<file path="config.mk">
export PLATFORM = sky130hd
export DESIGN_NAME = rom_bus_ctrl_flat
export DESIGN_NICKNAME = d
export VERILOG_FILES = /design/src/rtl/rom_bus_ctrl_if.sv /design/src/rtl/rom_bus_ctrl.sv /design/src/flat_wrapper.sv
export SDC_FILE = /design/constraint.sdc
export NUM_CORES = 1
export LEC_CHECK = 0
export BUFFER_PORTS_ARGS = -buffer_cell sky130_fd_sc_hd__buf_2
export CORE_MARGIN = 4
export CORE_UTILIZATION = 48
export CTS_CLUSTER_DIAMETER = 100
export CTS_CLUSTER_SIZE = 40
export DETAILED_ROUTE_END_ITERATION = 6
export PLACE_DENSITY = 0.8
export SLEW_MARGIN = 10
export SYNTH_ARGS = -nofsm -noshare
export SYNTH_HDL_FRONTEND = slang
export SYNTH_SLANG_ARGS = --single-unit
</file>
<file path="constraint.sdc">
create_clock -name clock -period 2.2 [get_ports clock]
set_input_delay 0.11 -clock clock [delete_from_list [all_inputs] [get_ports clock]]
set_output_delay 0.11 -clock clock [all_outputs]
set_load 0.02 [all_outputs]
</file>
<file path="src/rtl/rom_bus_ctrl_if.sv">
// CPU-side and ROM-array-side signal bundle for rom_bus_ctrl.
// The slave modport is the controller's view; the master modport is the CPU/array side.
interface rom_bus_ctrl_if;
  logic        sync;
  logic [3:0]  data_in;
  logic [3:0]  data_out;
  logic        data_oe;
  logic        mem_rd_en;
  logic [7:0]  mem_addr;
  logic [7:0]  mem_rdata;
  logic [11:0] last_addr;
  logic        sync_error;

  modport slave (
    input  sync,
    input  data_in,
    input  mem_rdata,
    output data_out,
    output data_oe,
    output mem_rd_en,
    output mem_addr,
    output last_addr,
    output sync_error
  );

  modport master (
    output sync,
    output data_in,
    output mem_rdata,
    input  data_out,
    input  data_oe,
    input  mem_rd_en,
    input  mem_addr,
    input  last_addr,
    input  sync_error
  );
endinterface

</file>
<file path="src/rtl/rom_bus_ctrl.sv">
// ROM bank controller for a 4-bit multiplexed CPU bus: tracks the 8-phase instruction
// cycle, fetches one byte from a synchronous ROM array and returns it as two nibbles.
module rom_bus_ctrl #(
  parameter logic [3:0] CHIP_ID = 4'h0
) (
  input  logic         clock,
  input  logic         reset,
  rom_bus_ctrl_if.slave bus
);

  typedef enum logic {
    UNSYNCED,
    LOCKED
  } state_e;

  localparam logic [2:0] PH_A1 = 3'd0;
  localparam logic [2:0] PH_A2 = 3'd1;
  localparam logic [2:0] PH_A3 = 3'd2;
  localparam logic [2:0] PH_M1 = 3'd3;
  localparam logic [2:0] PH_M2 = 3'd4;
  localparam logic [2:0] PH_X3 = 3'd7;

  state_e      state_q, state_d;
  logic [2:0]  phase_q, phase_d;
  logic        hit_q, hit_d;
  logic [7:0]  addr_q, addr_d;
  logic [3:0]  lo_q, lo_d;
  logic [11:0] last_addr_q, last_addr_d;
  logic        sync_err_q, sync_err_d;

  logic locked;
  logic sync_low;
  logic bank_match;
  logic resync;
  logic lost_sync;
  logic oe;

  assign locked     = (state_q == LOCKED);
  assign sync_low   = ~bus.sync;
  assign bank_match = (bus.data_in == CHIP_ID);
  // A sync anywhere but phase 7 realigns; a missing sync at phase 7 drops lock.
  assign resync     = locked && sync_low && (phase_q != PH_X3);
  assign lost_sync  = locked && !sync_low && (phase_q == PH_X3);

  // NOTE: every _d gets its current value first so no path through the case infers a latch.
  always_comb begin
    state_d     = state_q;
    phase_d     = phase_q;
    hit_d       = hit_q;
    addr_d      = addr_q;
    lo_d        = lo_q;
    last_addr_d = last_addr_q;
    sync_err_d  = sync_err_q;

    case (state_q)
      UNSYNCED: begin
        hit_d = 1'b0;
        if (sync_low) begin
          state_d = LOCKED;
          phase_d = PH_A1;
        end
      end

      LOCKED: begin
        if (resync) begin
          sync_err_d = 1'b1;
          phase_d    = PH_A1;
          hit_d      = 1'b0;
        end else if (lost_sync) begin
          sync_err_d = 1'b1;
          state_d    = UNSYNCED;
          phase_d    = PH_A1;
          hit_d      = 1'b0;
        end else begin
          phase_d = phase_q + 3'd1;
          case (phase_q)
            PH_A1: addr_d[3:0] = bus.data_in;
            PH_A2: addr_d[7:4] = bus.data_in;
            PH_A3: begin
              hit_d = bank_match;
              if (bank_match) last_addr_d = {bus.data_in, addr_q};
            end
            PH_M1: if (hit_q) lo_d = bus.mem_rdata[3:0];
            default: ;
          endcase
        end
      end

      default: state_d = UNSYNCED;
    endcase
  end

  // NOTE: sequential state is updated with non-blocking assignments only, so every
  // register samples the pre-edge values regardless of statement order.
  always_ff @(posedge clock) begin
    if (reset) begin
      // NOTE: reset is synchronous here; it takes effect on the first clock edge it is seen.
      state_q     <= UNSYNCED;
      phase_q     <= PH_A1;
      hit_q       <= 1'b0;
      addr_q      <= 8'h00;
      lo_q        <= 4'h0;
      last_addr_q <= 12'h000;
      sync_err_q  <= 1'b0;
    end else begin
      state_q     <= state_d;
      phase_q     <= phase_d;
      hit_q       <= hit_d;
      addr_q      <= addr_d;
      lo_q        <= lo_d;
      last_addr_q <= last_addr_d;
      sync_err_q  <= sync_err_d;
    end
  end

  // The array output is forwarded straight through in M1; M2 replays the latched low nibble.
  assign oe            = locked && hit_q && ((phase_q == PH_M1) || (phase_q == PH_M2));
  assign bus.data_oe   = oe;
  assign bus.data_out  = !oe ? 4'h0 :
                         (phase_q == PH_M1) ? bus.mem_rdata[7:4] : lo_q;
  assign bus.mem_rd_en = locked && (phase_q == PH_A3) && bank_match;
  assign bus.mem_addr  = addr_q;
  assign bus.last_addr = last_addr_q;
  assign bus.sync_error = sync_err_q;

endmodule

</file>
<file path="src/flat_wrapper.sv">
// flat-port wrapper written by rule: the top's interface ports become plain ports
module rom_bus_ctrl_flat 
#(
  parameter logic [3:0] CHIP_ID = 4'h0
)
  (clock, reset, bus_sync, bus_data_in, bus_mem_rdata, bus_data_out, bus_data_oe, bus_mem_rd_en, bus_mem_addr, bus_last_addr, bus_sync_error);
  rom_bus_ctrl_if bus_i ();
  input  logic clock;
  input  logic reset;
  input wire logic [$bits(bus_i.sync)-1:0] bus_sync;
  input wire logic [$bits(bus_i.data_in)-1:0] bus_data_in;
  input wire logic [$bits(bus_i.mem_rdata)-1:0] bus_mem_rdata;
  output wire logic [$bits(bus_i.data_out)-1:0] bus_data_out;
  output wire logic [$bits(bus_i.data_oe)-1:0] bus_data_oe;
  output wire logic [$bits(bus_i.mem_rd_en)-1:0] bus_mem_rd_en;
  output wire logic [$bits(bus_i.mem_addr)-1:0] bus_mem_addr;
  output wire logic [$bits(bus_i.last_addr)-1:0] bus_last_addr;
  output wire logic [$bits(bus_i.sync_error)-1:0] bus_sync_error;
  assign bus_i.sync = bus_sync;
  assign bus_i.data_in = bus_data_in;
  assign bus_i.mem_rdata = bus_mem_rdata;
  assign bus_data_out = bus_i.data_out;
  assign bus_data_oe = bus_i.data_oe;
  assign bus_mem_rd_en = bus_i.mem_rd_en;
  assign bus_mem_addr = bus_i.mem_addr;
  assign bus_last_addr = bus_i.last_addr;
  assign bus_sync_error = bus_i.sync_error;
  rom_bus_ctrl #(.CHIP_ID(CHIP_ID)) u_core (.clock(clock), .reset(reset), .bus(bus_i));
endmodule
</file>
==> impl_metrics.toml <==
[global_routing]
grt_first_pass_wirelength_mm = 5.14
grt_max_degree = 43
grt-ovfl-total = 0
antenna_found_initial = 0
grt_pass1_vias = 1207
grtUsageTotal = 0.160

[critical_path]
r2r-start = "u_core.phase_q[0]"
cp.depth = 6
setup.worst_path.start_class = "flip-flop"
crit_slowest_cell = "dfxtp_1"
startpoint = "u_core.phase_q[0]"
crit_path_cell_trace = "inv_1, ha_1, mux2_2, nand3_1, nor2_1, buf_2"
endpoint_kind = "output pin"
worstReg2RegEnd = "u_core.bus.last_addr[3]"
r2r_slack_ps = 390
crit_family = "flip-flops"
worst-path-max-fanout = 5
required_ps = 2090
worstSetupPathType = "flip-flop to output pin"
reg2regPathDepth = 6
worst-endpoint-arrival_ps = 1730
crit_buf_inv = 2
cp_slowest_stage_delay_ps = 400

[timing]
slew_viol_final = 0
tightestPinTransition_ps = 585
finalSetupViolCount = 0
setup_tns_ps = 0
final.min_clock_period_ps = 1840
fmax_mhz = 544
finClkSkew_ps = 11.3
layout_worst_path_cycle_share = 0.836
rsz0062_at_grt = "false"
relSlewSlack = 0.610
final-hold-violation-count = 0

[pwr]
p_leak_nw = 0.713
p_per_area_mw_per_mm2 = 569
total_power_w = 0.000976
ir_worst_vdd_mv = 0.445

[routing]
drc = 0
ant_nets = 0
viasPerCell = 5.31
vias = 1199
drt_pass1_iterations = 4
first_iter_violations = 58
avgRoutedWirePerCell_um = 13.0
routed_wirelength_mm = 2.93

[synthesis]
ys_top_cells_by_area = "dfxtp_1 42%, mux2i_1 11%, nand2b_1 11%"
ys_warn_count = 0
avgSynthCellArea_um2 = 9.40
synth_seq_area_share = 0.417
synth_largest_area_cell = "dfxtp_1"
ys_seq_elements = 30
syn_area_mm2 = 0.00144
syn_nets = 174
synth.distinct_cells = 30
synth_top_area_frac = 0.417
synthCells = 153

[clock_network]
hold_buffers = 0
post-cts-setup-buffers = 0
cts_made_buffers = 5
clock_sinks = 30
tritoncts = "yes"
clk_latency_ps = 330
htreeDepth = 2
clk_path_buf_depth = 2
cts_resized = 0
root_buffer = "clkbuf_4"
path_clk_slew_ps = 90

[hold_path]
holdPathStages = 2
hp-start = "bus_sync"
holdPathEnd = "u_core.locked"
holdCritPathClass = "primary input to flip-flop"

[finish]
syn_to_final_growth_pct = 19.1
drive_gt1_frac = 0.287
final_area_mm2 = 0.00171
final_nets = 215
diodes = 0

[die]
io_pins = 42
start_util = 0.513
dieArea_mm2 = 0.00394
rows = 19
die_w_um = 62.8
core_area_mm2 = 0.00281
die_h_um = 62.8

[placement]
placed_cell_area_mm2 = 0.00165
numPortBuffers = 41
gp_congestion = 0.786
dp_hpwl_mm = 2.19

[outcome]
outcome = "complete, no violations"

[job]
maxCapViolations = 0
==> routing by layer <==
layer  part of all wire  track usage
met1               0.43        0.179
met2               0.49        0.278
met3              0.060       0.0450
met4              0.019       0.0771
met5                  0            0
==> worst reg2reg max path: cells and delay by family (launching register included) <==
kind	cells	cell delay, ps
AND/OR/NAND/NOR	1	210
XOR/XNOR	1	190
flip-flops	1	400
adder cells (fa/ha/maj)	2	500
buffers and inverters	1	230
multiplexers	1	210
==> state kept, by name, indices dropped and copies added (netlist names) <==
register / count
u_core.bus.mem_addr: 8
u_core.bus.last_addr: 12
u_core.locked: 1
u_core.bus.sync_error: 1
u_core.lo_q: 4
u_core.phase_q: 3
u_core.hit_q: 1
==> layout by cell type (no fill, tap or decap), drive strengths merged, types with 2 or more instances in the layout <==
master / netlist / final
and3b: 2 / 2
clkbuf: 5 / 6
nor2b: 3 / 3
nor2: 6 / 6
dfxtp: 30 / 30
a21oi: 12 / 12
nand2b: 25 / 25
mux2i: 16 / 16
o21ai: 9 / 9
nand2: 2 / 2
buf: 5 / 44
nor3b: 6 / 6
ha: 6 / 6
nand3b: 2 / 2
inv: 4 / 4
nand3: 10 / 10
==> cells by family (layout without fill, tap and decap cells) <==
| group | count (synthesis) | count (layout) | share of synthesized area |
|---|---|---|---|
| DFF | 30 | 30 | 0.417 |
| AOI/OAI and AO/OA | 23 | 23 | 0.0861 |
| adders and majority gates | 6 | 6 | 0.0522 |
| muxes | 17 | 17 | 0.119 |
| xor gates and xnor gates | 2 | 2 | 0.0122 |
| and+or+nand+nor | 61 | 61 | 0.264 |
| buffers and inverters | 14 | 56 | 0.0487 |
==> cells in the mapped netlist <==
| cell | instances |
|---|---|
| and3_1 | 1 |
| inv_1 | 4 |
| clkbuf_1 | 5 |
| nand4bb_1 | 1 |
| nor3_1 | 1 |
| and3b_1 | 2 |
| buf_8 | 1 |
| o21ai_0 | 9 |
| o21ba_2 | 1 |
| buf_2 | 2 |
| a32oi_1 | 1 |
| nor3b_2 | 2 |
| nor4_1 | 1 |
| nor2b_1 | 3 |
| ha_1 | 6 |
| nor2_1 | 6 |
| xnor2_1 | 1 |
| buf_1 | 1 |
| dfxtp_1 | 30 |
| a21oi_1 | 12 |
| nand3_1 | 10 |
| mux2i_1 | 16 |
| and4_1 | 1 |
| nand2b_1 | 25 |
| buf_4 | 1 |
| nor3b_1 | 4 |
| nand2_1 | 2 |
| nand3b_1 | 2 |
| xor2_1 | 1 |
| mux2_2 | 1 |
==> area by class of cell <==
type,count,area (µm²)
Multi-Input combinational cell,109,768
Clock inverter,2,12.5
Timing Repair Buffer,44,228
Tap cell,31,38.8
Inverter,4,15.0
Clock buffer,6,51.3
Sequential cell,30,601
Fill cell,246,1090
==> how the worst max path moves through the flow <==
stage / to / slack, ps
2_1_floorplan: u_core.bus.last_addr[10] / 560
3_3_place_gp: u_core.hit_q / 510
3_5_place_dp: u_core.bus.last_addr[1] / 420
4_1_cts: bus_data_out[3] / 330
5_1_grt: bus_data_out[2] / 230
6_report: bus_data_out[1] / 360
==> metrics by stage <==
step            util  setup WS, ps  hold slack [ps]  cells
2_1_floorplan      -           561              202    153
3_3_place_gp   0.588           510              376    218
5_1_grt        0.611           231             37.0    226
3_5_place_dp   0.588           416              383    218
6_report       0.611           361             47.1    226
4_1_cts        0.611           331             25.5    226
==> power by group <==
group          internal (W)  switching, W   total, W  leakage, nW
logic             0.0000331     0.0000418  0.0000749        0.436
registers          0.000550    0.00000904   0.000559        0.243
clock network      0.000153      0.000189   0.000342       0.0343
total              0.000736      0.000240   0.000976        0.713
(Power assumes the default switching activity.)
